==> src/rtl/io_input_conditioner.sv <==
// io_input_conditioner: synchronizes, debounces and edge-detects a pad input, buffering one edge event.
module io_input_conditioner #(
  parameter int CNT_W        = 4,
  parameter int STABLE_COUNT = 8
) (
  input  logic clk,
  input  logic reset,
  input  logic iopad_inpad,
  input  logic cfg_enable,
  input  logic cfg_invert,
  output logic level_out,
  output logic rise_pulse,
  output logic fall_pulse,
  output logic evt_valid,
  input  logic evt_ready,
  output logic evt_rise,
  output logic evt_overflow,
  input  logic clear_overflow
);
  generate
    if (STABLE_COUNT < 1 || STABLE_COUNT > (1 << CNT_W)) begin : g_bad_count
      $error("io_input_conditioner: STABLE_COUNT out of range 1..2^CNT_W");
    end
  endgenerate
  localparam logic [CNT_W-1:0] LAST = CNT_W'(STABLE_COUNT - 1);
  logic s1, s2, sample, acc;
  logic [CNT_W-1:0] c;
  assign sample = s2 ^ cfg_invert;
  // acc marks the cycle a new level is accepted; the count never wraps past LAST
  assign acc = cfg_enable && sample != level_out && c == LAST;
  always_ff @(posedge clk) begin
    if (reset) begin
      s1           <= 1'b0;
      s2           <= 1'b0;
      c            <= '0;
      level_out    <= 1'b0;
      rise_pulse   <= 1'b0;
      fall_pulse   <= 1'b0;
      evt_valid    <= 1'b0;
      evt_rise     <= 1'b0;
      evt_overflow <= 1'b0;
    end else begin
      s1         <= iopad_inpad;
      s2         <= s1;
      c          <= (!cfg_enable || sample == level_out || acc) ? '0 : c + 1'b1;
      level_out  <= acc ? sample : level_out;
      rise_pulse <= acc && sample;
      fall_pulse <= acc && !sample;
      if (acc && evt_valid && !evt_ready) evt_overflow <= 1'b1;
      else if (clear_overflow) evt_overflow <= 1'b0;
      if (acc && (!evt_valid || evt_ready)) begin
        evt_valid <= 1'b1;
        evt_rise  <= sample;
      end else if (!acc && evt_valid && evt_ready) begin
        evt_valid <= 1'b0;
      end
    end
  end
endmodule

==> config.mk <==
export PLATFORM = sky130hd
export DESIGN_NAME = io_input_conditioner
export DESIGN_NICKNAME = d
export VERILOG_FILES = /design/src/rtl/io_input_conditioner.sv
export SDC_FILE = /design/constraint.sdc
export NUM_CORES = 1
export LEC_CHECK = 0
export CAP_MARGIN = 20
export CORE_AREA = 4 4 41 43
export DETAILED_ROUTE_END_ITERATION = 6
export DIE_AREA = 0 0 45 47
export MAX_ROUTING_LAYER = met4
export PLACE_DENSITY = 0.67
export SLEW_MARGIN = 15
export SYNTH_ARGS = -nofsm -noshare
export SYNTH_HDL_FRONTEND = slang
export SYNTH_SLANG_ARGS = --single-unit
export TNS_END_PERCENT = 100
==> constraint.sdc <==
create_clock -name clk -period 1.1 [get_ports clk]
set_input_delay 0.11 -clock clk [delete_from_list [all_inputs] [get_ports clk]]
set_output_delay 0.11 -clock clk [all_outputs]
set_load 0.005 [all_outputs]
==> results_dict.tcl <==
set metrics [dict create \
    status "complete, but fails checks" \
    violations "negative setup slack" \
    synthCells 47 \
    vias_per_cell 4.69 \
    synthesis.area_um2 505 \
    grt_pass1_wl_um 1480 \
    setup_viol 5 \
    seqPwrFrac_pct 49.6 \
    crit_chain "ha_4 > and4b_2 > a211o_1 > nand3_2" \
    final_cell_mix "10 x buf_4, 8 x dfxtp_1, 6 x clkdlybuf4s50_1, 6 x dlygate4sd2_1, 5 x nor2_1" \
    io-pin-count 13 \
    relSlewSlack_pct 83.0 \
    p_sw_share_pct 21.5 \
    cts_sinks 12 \
    rsz0062_at_grt "true" \
    wl_per_cell_um 11.3 \
    synth_cell_type_count 24 \
    die_h_um 47 \
    io_buffers 12 \
    ir_drop_uv 782 \
    crit_path_top_delay_cell "dfxtp_2" \
    slew_viol_final 0 \
    ys_seq_area_share_pct 47.5 \
    criticalPathCategory "reg2reg" \
    final_cell_area_um2 781 \
    mostFrequentLayoutCell "buf_4" \
    critPathCaptureType "flip-flop" \
    cp_max_fo 5 \
    cpPeakStageDelay_ns 0.34 \
    dpl-instance-area_um2 716 \
    fmax_mhz 865 \
    cp_num_buf_inv 0 \
    grt_pass1_vias 353 \
    drv_cap 0 \
    finalWeightedCongestion 0.787 \
    syn2layout_area_growth_pct 54.5 \
    regMostFlops "c" \
    dp_cells 82 \
    rows 13 \
    syn_nets 55 \
    first_pass_iters 1 \
    diodes 0 \
    numCtsBuffers 3 \
    ff2ff_setup_slack_ns -0.06 \
    leakage_nw 0.351 \
    hp-class "in2reg" \
    fillers 124 \
    drc_errors 0 \
    layout-drive-gt1-share_pct 43.1 \
    cp-start-kind "flip-flop" \
    die_w_um 45 \
    finalClockSkew_ns 0.00252 \
    drtAntennaViolNets 0 \
    ys.warnings.count 0 \
    hpwlAfterDp_um 731 \
    htreeDepth 1 \
    grt_use_total_pct 10.8 \
    largest_reg_flops 4 \
    p_sw_uw 196 \
    cts_hold_buffers 0 \
    initial_core_util_pct 38.8 \
    cellPowerDensity_nw_per_um2 1170 \
    tightest_slew_ns 0.254 \
    p_comb_share_pct 12.4 \
    routed-via-count 408 \
    p_int_uw 716 \
    gr-total-overflow 0 \
    final_cells 87 \
    final_hold_viol_count 0 \
    root_buffer "clkbuf_4" \
    grt_max_degree 8 \
    num-nets-final 81 \
    clockBufferDepth 2 \
    cts_tree "yes" \
    min_period_ns 1.16 \
    clk_latency_ns 0.27 \
    antenna_found_initial 0 \
    core_area_um2 1300 \
    ys_ff_latch 12 \
    critPathArrivalTime_ns 1.38 \
    tns_ns -0.131 \
    postSynthAreaPerCell_um2 10.8 \
    path_clk_slew_ns 0.07 \
    die-area_um2 2120 \
    critPathTopFamily "flip-flops" \
    drt_iter0_markers 0 \
    wl_um 986 \
    clock_power_share_pct 38.0 \
    fin_ws_ns -0.0563 \
    timing.final.crit_share_pct 105 \
    worst_ep_required_time_ns 1.32 \
    place_ws_ns -0.225 \
]
## per-stage QoR
step / hold slack [ns] / utilization [%] / power, mW
2_1_floorplan: 0.238 / - / 0.514
3_3_place_gp: 0.425 / 55.0 / 0.570
3_5_place_dp: 0.426 / 55.0 / 0.572
4_1_cts: 0.370 / 58.3 / 0.924
5_1_grt: 0.392 / 60.0 / 0.959
6_report: 0.383 / 60.0 / 0.912
## path summary, 6_finish.rpt
kind / start / endpoint / depth (start not counted)
min: iopad_inpad / s1$_SDFF_PP0_ / 2
max: c[1]$_SDFF_PP0_ / evt_rise$_SDFFE_PP0P_ / 4
min reg2reg: s1$_SDFF_PP0_ / s2$_SDFF_PP0_ / 1
max reg2reg: c[1]$_SDFF_PP0_ / evt_rise$_SDFFE_PP0P_ / 4
## power groups by stage
stage          logic (mW)  registers (mW)  clock network, mW
2_1_floorplan      0.0500           0.464                  0
3_3_place_gp        0.108           0.462                  0
3_5_place_dp        0.109           0.463                  0
4_1_cts             0.106           0.453              0.365
5_1_grt             0.125           0.454              0.380
6_report            0.113           0.452              0.347
## layout make-up
cell class | instances | area [µm²] | area share (%)
Multi-Input combinational cell | 33 | 289 | 37.0
Inverter | 1 | 3.75 | 0.481
Sequential cell | 12 | 245 | 31.4
Clock buffer | 4 | 36.3 | 4.65
Timing Repair Buffer | 22 | 188 | 24.0
Tap cell | 15 | 18.8 | 2.40
## routing by layer
metal	routed length (µm)	part of all wire [%]	track usage, %	vias up
met4	13	1.3	5.26	0
li1	-	-	-	215
met2	481	49	15.8	9
met5	0	0	-	-
met1	427	43	11.4	181
met3	64	6.5	6.90	3
## cell families after synthesis
group / share of synthesized area, %
muxes: 1.98
AOI/OAI and AO/OA: 8.66
adders and majority gates: 2.47
and+or+nand+nor: 26.2
xor gates and xnor gates: 10.1
buffers and inverters: 2.97
DFF: 47.5
## repair_timing
item / CTS / global route
gates resized for setup: 10 / 6
pin swaps: 1 / 4
cloned: 0 / 0
setup endpoints to repair: 11 / 10
buffers inserted: 1 / 0
## Yosys cell counts (all sizes together)
cell	n	area, µm²
nor3b	1	12.5
xor3	1	25.0
nand3	2	10.0
nor3	2	10.0
xor2	1	8.76
a211o	2	18.8
a211oi	1	7.51
mux2i	1	10.0
ha	1	12.5
a21oi	1	5.00
nand2b	1	6.26
nand2	3	11.3
buf	1	11.3
and4b	1	10.0
inv	1	3.75
dfxtp	12	240
xnor2	2	17.5
nand4	1	6.26
nor2	7	26.3
nand3b	2	27.5
nor2b	2	12.5
o31ai	1	12.5
No activity file was read; power rests on OpenSTA's default activity.
==> edit 1 (same settings) <==
Register the inputs `cfg_enable` and `cfg_invert` before use. The logic sees them one clock later. The other inputs are not delayed to match.
--- a/src/rtl/io_input_conditioner.sv
+++ b/src/rtl/io_input_conditioner.sv
@@ -18,4 +18,13 @@
   input  logic clear_overflow
 );
+
+  logic cfg_enable_q;
+  logic cfg_invert_q;
+
+  always_ff @(posedge clk) begin
+    cfg_enable_q <= cfg_enable;
+    cfg_invert_q <= cfg_invert;
+  end
+
   generate
     if (STABLE_COUNT < 1 || STABLE_COUNT > (1 << CNT_W)) begin : g_bad_count
@@ -26,7 +35,7 @@
   logic s1, s2, sample, acc;
   logic [CNT_W-1:0] c;
-  assign sample = s2 ^ cfg_invert;
+  assign sample = s2 ^ cfg_invert_q;
   // acc marks the cycle a new level is accepted; the count never wraps past LAST
-  assign acc = cfg_enable && sample != level_out && c == LAST;
+  assign acc = cfg_enable_q && sample != level_out && c == LAST;
   always_ff @(posedge clk) begin
     if (reset) begin
@@ -43,5 +52,5 @@
       s1         <= iopad_inpad;
       s2         <= s1;
-      c          <= (!cfg_enable || sample == level_out || acc) ? '0 : c + 1'b1;
+      c          <= (!cfg_enable_q || sample == level_out || acc) ? '0 : c + 1'b1;
       level_out  <= acc ? sample : level_out;
       rise_pulse <= acc && sample;
Function: changed (Yosys sat finds a counterexample within 10 cycles, from zero or initial values and one cycle with reset high).
==> edit 1 against the original RTL <==
  * The run still ends with negative setup slack left
  * Power up 10%
  * Design area up 4.0%
  * Wire length up 2.4%
  * Area after synthesis up 7.9%
  * Sequential share of layout area up 4.0 points
  * First-iteration DRC count up 10
  * Sequential power up 17%
  * Worst setup slack better by 0.034 ns
  * Critical path depth unchanged
  * Cell count up 3.4%
  * Global-route usage up 1.6 points
  * Combinational power down 6%
  * Clock power up 6.3%
  * Sequential cell count up 2
  * Critical path type unchanged
  * Largest cell class is now sequential cells
  * Largest power group unchanged
  * Highest routed layer unchanged
==> edit 1: results (changes against the original RTL) <==
Parameter                              Value

Synthesis
  Proportion of synthesized area in mux cells    1.83% (-0.15 points)
  Share of the synthesized area in compound gates (AO/OA/AOI/OAI)    8.03% (-0.64 points)
  Portion of the post-synthesis area used by sequential elements    51.4% (+3.9 points)
  Post-Synth Adder-Cell Area    2.29% (-0.18 points)
  Net Count, Synth    57 (+3.6%)
  Share of the synthesized netlist area taken by xor and xnor gates    9.40% (-0.74 points)
  Synth cell count leaders    sky130_fd_sc_hd__dfxtp_1, sky130_fd_sc_hd__nor2_1, sky130_fd_sc_hd__nand2_1

Detailed routing
  Overall via count from detail_route    435 (+6.6%)
  Wire length per cell after detailed routing    11.2 um (-0.98%)
  Number of iterations in the first detailed-routing pass    4 (+3)
  Number of DRC markers after the initial detailed-route iteration    10 (+10)

Placement
  HPWL after detailed placement    730 um (-0.21%)
  Final estimated routing congestion in global placement    0.673 (-14%)
  IO buf count    12 (unchanged)
  Worst slack at placement    -0.0732 ns (+0.152 ns)

Min path
  Worst hold stages    1 (-1)
  Worst min-delay path startpoint    cfg_invert
  Hold/Removal Path Class    input port to flop
  Capture endpoint of the worst hold path    cfg_invert_q$_DFF_P_

Timing
  Final TNS setup    -0.0404 ns (+0.0908 ns)
  Setup ws final    -0.0227 ns (+0.0336 ns)
  Fin Clk Skew    0.00428 ns (+0.00176 ns)
  Setup-violating endpoint count in the final report    5 (unchanged)
  Tightest hold margin    0.266 ns (-0.117 ns)

GRT
  Overall fraction of global-route tracks in use    12.4% (+1.6 points)
  Number of antenna violations at the first check in global routing    0 (unchanged)
  Pin count of the biggest net entering global routing    9 (+1)
  Wire length of the first global-routing pass    1680 um (+13%)
  Number of global-route vias before repair    413 (+17%)

Power
  Cell leakage power    0.368 nW (+4.8%)
  Pint    0.000789 W (+10%)
  Largest vdd supply drop    0.723 mV (-7.5%)

Clock tree
  Reg clk slew, reported paths    0.09 ns (+0.02 ns)

Cells and area
  Share of final-layout standard cells stronger than drive strength 1    37.3% (-5.7 points)
  Net count, final    84 (+3.7%)

Status
  Run status    finished with violations
  Failing checks    negative setup slack

Critical path
  Worst path arrival time    1.35 ns (-0.03 ns)
==> edit 1: changes by cell type in the layout (fill, tap and decap cells not counted), sizes merged <==
cell,delta
buf,+1
dfxtp,+2
==> edit 1: what timing repair did <==
action,in CTS,in global routing
cloned,0,0
buffers inserted,2,0
pin swaps,1,1
endpoints found under the setup margin,11,10
resized for setup,11,2
==> edit 1: how the worst max path moves through the flow <==
| stage | start | end | slack, ns |
|---|---|---|---|
| 2_1_floorplan | c[0]$_SDFF_PP0_ | evt_overflow$_SDFFE_PP0P_ | 0.003 |
| 6_report | c[1]$_SDFF_PP0_ | evt_rise$_SDFFE_PP0P_ | -0.02 |
| 5_1_grt | s2$_SDFF_PP0_ | fall_pulse$_SDFF_PP0_ | -0.07 |
| 3_5_place_dp | reset | c[0]$_SDFF_PP0_ | -0.07 |
| 3_3_place_gp | reset | rise_pulse$_SDFF_PP0_ | -0.07 |
| 4_1_cts | c[1]$_SDFF_PP0_ | evt_rise$_SDFFE_PP0P_ | -0.02 |
==> edit 1: layout make-up <==
class                           instances  area [um2]
Sequential cell                        14         288
Timing Repair Buffer                   23         195
Inverter                                1        3.75
Fill cell                             112         489
Tap cell                               15        18.8
Clock buffer                            4        36.3
Multi-Input combinational cell         33         270
==> edit 1: power by group through the flow <==
stage / logic, W / clock network [W] / registers [W]
floorplan: 0.0000495 / 0 / 0.000545
global placement: 0.000104 / 0 / 0.000543
detailed placement: 0.000105 / 0 / 0.000543
CTS: 0.000105 / 0.000374 / 0.000528
global route: 0.000116 / 0.000396 / 0.000531
finish: 0.000106 / 0.000369 / 0.000529
==> edit 1: logic make-up (layout without fill, tap and decap cells) <==
group,after synthesis,count (layout)
AO/OA/AOI/OAI,5,5
AND/OR/NAND/NOR,22,22
multiplexers,1,1
flip-flops,14,14
adder cells (fa/ha/maj),1,1
XOR/XNOR,4,4
buffers and inverters,2,28
==> edit 1: metal layers <==
| metal | wire length (um) | up-vias | track usage [%] |
|---|---|---|---|
| met5 | 0 | - | - |
| li1 | - | 222 | - |
| met1 | 478 | 200 | 14.0 |
| met2 | 454 | 11 | 17.2 |
| met4 | 24 | 0 | 10.5 |
| met3 | 52 | 2 | 4.60 |
==> edit 1: per-stage QoR <==
stage               instance area (um2)  instances
floorplan                           551         49
global placement                    746         84
detailed placement                  746         84
CTS                                 798         90
global route                        812         90
finish                              812         90
==> edit 2 (config.mk and constraints unchanged) <==
Made on the original files. `CNT_W`: 4 -> 3.
--- a/src/rtl/io_input_conditioner.sv
+++ b/src/rtl/io_input_conditioner.sv
@@ -1,5 +1,5 @@
 // io_input_conditioner: synchronizes, debounces and edge-detects a pad input, buffering one edge event.
 module io_input_conditioner #(
-  parameter int CNT_W        = 4,
+  parameter int CNT_W        = 3,
   parameter int STABLE_COUNT = 8
 ) (
Behaviour: no difference found for any inputs over 10 cycles, from zero or initial values and one cycle with reset high; that may be too few to reach the edited logic, so the function may still have changed.
==> edit 2 against the original RTL <==
  * The flow still finishes with violations (negative setup slack)
  * Worst setup slack lost 0.13 ns
  * Area after synthesis is 14% lower
  * Design area shrank 4.2%
  * Clock skew increased by 0.0029 ns
  * Critical endpoint is now evt_overflow$_SDFFE_PP0P_
  * Power down 14%
  * Largest power group unchanged
  * Worst hold slack improved by 0.0041 ns
  * Wire length down 11%
  * Sequential cell count decreased by 1
  * Combinational power fell by 17%
==> edit 2: results (changes against the original RTL) <==
Parameter                              Value

Cells and area
  Finished layout cell area    748 um2 (-4.2%)
  Non-clock buffers    20 (-9.1%)
  Relative area change from synthesis to final layout    72.8%
  Non-clock buffer share    23.6% (-0.46 points)
  Number of flip-flops in the largest register    3 (-1)
  Inverters    2 (+1)

Detailed routing
  Total routed wirelength    878 um (-11%)
  Highest signal layer in the routed design    met3
  Overall via count from detail_route    361 (-12%)
  Total length of routed met2 wires    460 um (-4.4%)

Critical path
  Cell depth of the worst flop-to-flop path    3 (-1)
  Launch instance of the worst register-to-register path    s2$_SDFF_PP0_
  Family with the most delay on the worst path    buffers and inverters
  Worst path arrival time    1.47 ns (+0.09 ns)
  Maximum cell stage delay along the critical path    0.54 ns (+0.20 ns)
  Worst-path cell with the longest stage delay    sky130_fd_sc_hd__clkdlybuf4s50_1
  Largest driver fanout on the critical path    2 (-3)

Synthesis
  Net Count, Synth    48 (-13%)
  Share of the synthesized area in compound gates (AO/OA/AOI/OAI)    11.8% (+3.2 points)
  Leading post-synthesis cells by cell area    sky130_fd_sc_hd__dfxtp_1, sky130_fd_sc_hd__ha_1, sky130_fd_sc_hd__xnor3_1
  Count of unique library cells instantiated by Yosys    21 (-13%)

Power
  Total net switching power    0.000181 W (-7.8%)
  Reg power frac    52.5% (+2.9 points)
  Cell leakage power    0.323 nW (-8.0%)
  Largest vdd supply drop    0.578 mV (-26%)

Status
  Run status    finished with violations
  Failing checks    negative setup slack

Placement
  HPWL after detailed placement    679 um (-7.1%)
  Placed cell count    73 (-11%)
  Worst slack at placement    -0.427 ns (-0.202 ns)
  Placed inst area    672 um2 (-6.1%)

Timing
  Setup-violating endpoint count in the final report    8 (+3)
  Setup ws final    -0.183 ns (-0.127 ns)
  Tightest hold margin    0.387 ns (+0.00408 ns)
  Fin Clk Skew    0.00542 ns (+0.00290 ns)

GRT
  Number of global-route vias before repair    373 (+5.7%)
  Pin count of the biggest net entering global routing    7 (-1)
==> edit 2: routing by layer <==
metal	GRT usage, %	vias to the layer above
met5	-	-
met2	17.2	9
met4	5.26	0
met1	11.8	168
met3	3.45	0
li1	-	184
==> edit 2: how the worst min path moves through the flow <==
| stage | startpoint | end | depth (start not counted) |
|---|---|---|---|
| 3_5_place_dp | c[0]$_SDFF_PP0_ | c[0]$_SDFF_PP0_ | 1 |
| 2_1_floorplan | cfg_enable | level_out$_SDFFE_PP0N_ | 1 |
| 5_1_grt | iopad_inpad | s1$_SDFF_PP0_ | 2 |
| 6_report | iopad_inpad | s1$_SDFF_PP0_ | 2 |
| 3_3_place_gp | c[0]$_SDFF_PP0_ | c[0]$_SDFF_PP0_ | 1 |
| 4_1_cts | iopad_inpad | s1$_SDFF_PP0_ | 2 |
==> edit 2: what timing repair did <==
action | CTS | global route
pin swaps | 6 | 6
setup endpoints to repair | 15 | 10
gates resized for setup | 10 | 10
buffers inserted | 1 | 1
gates cloned | 0 | 0
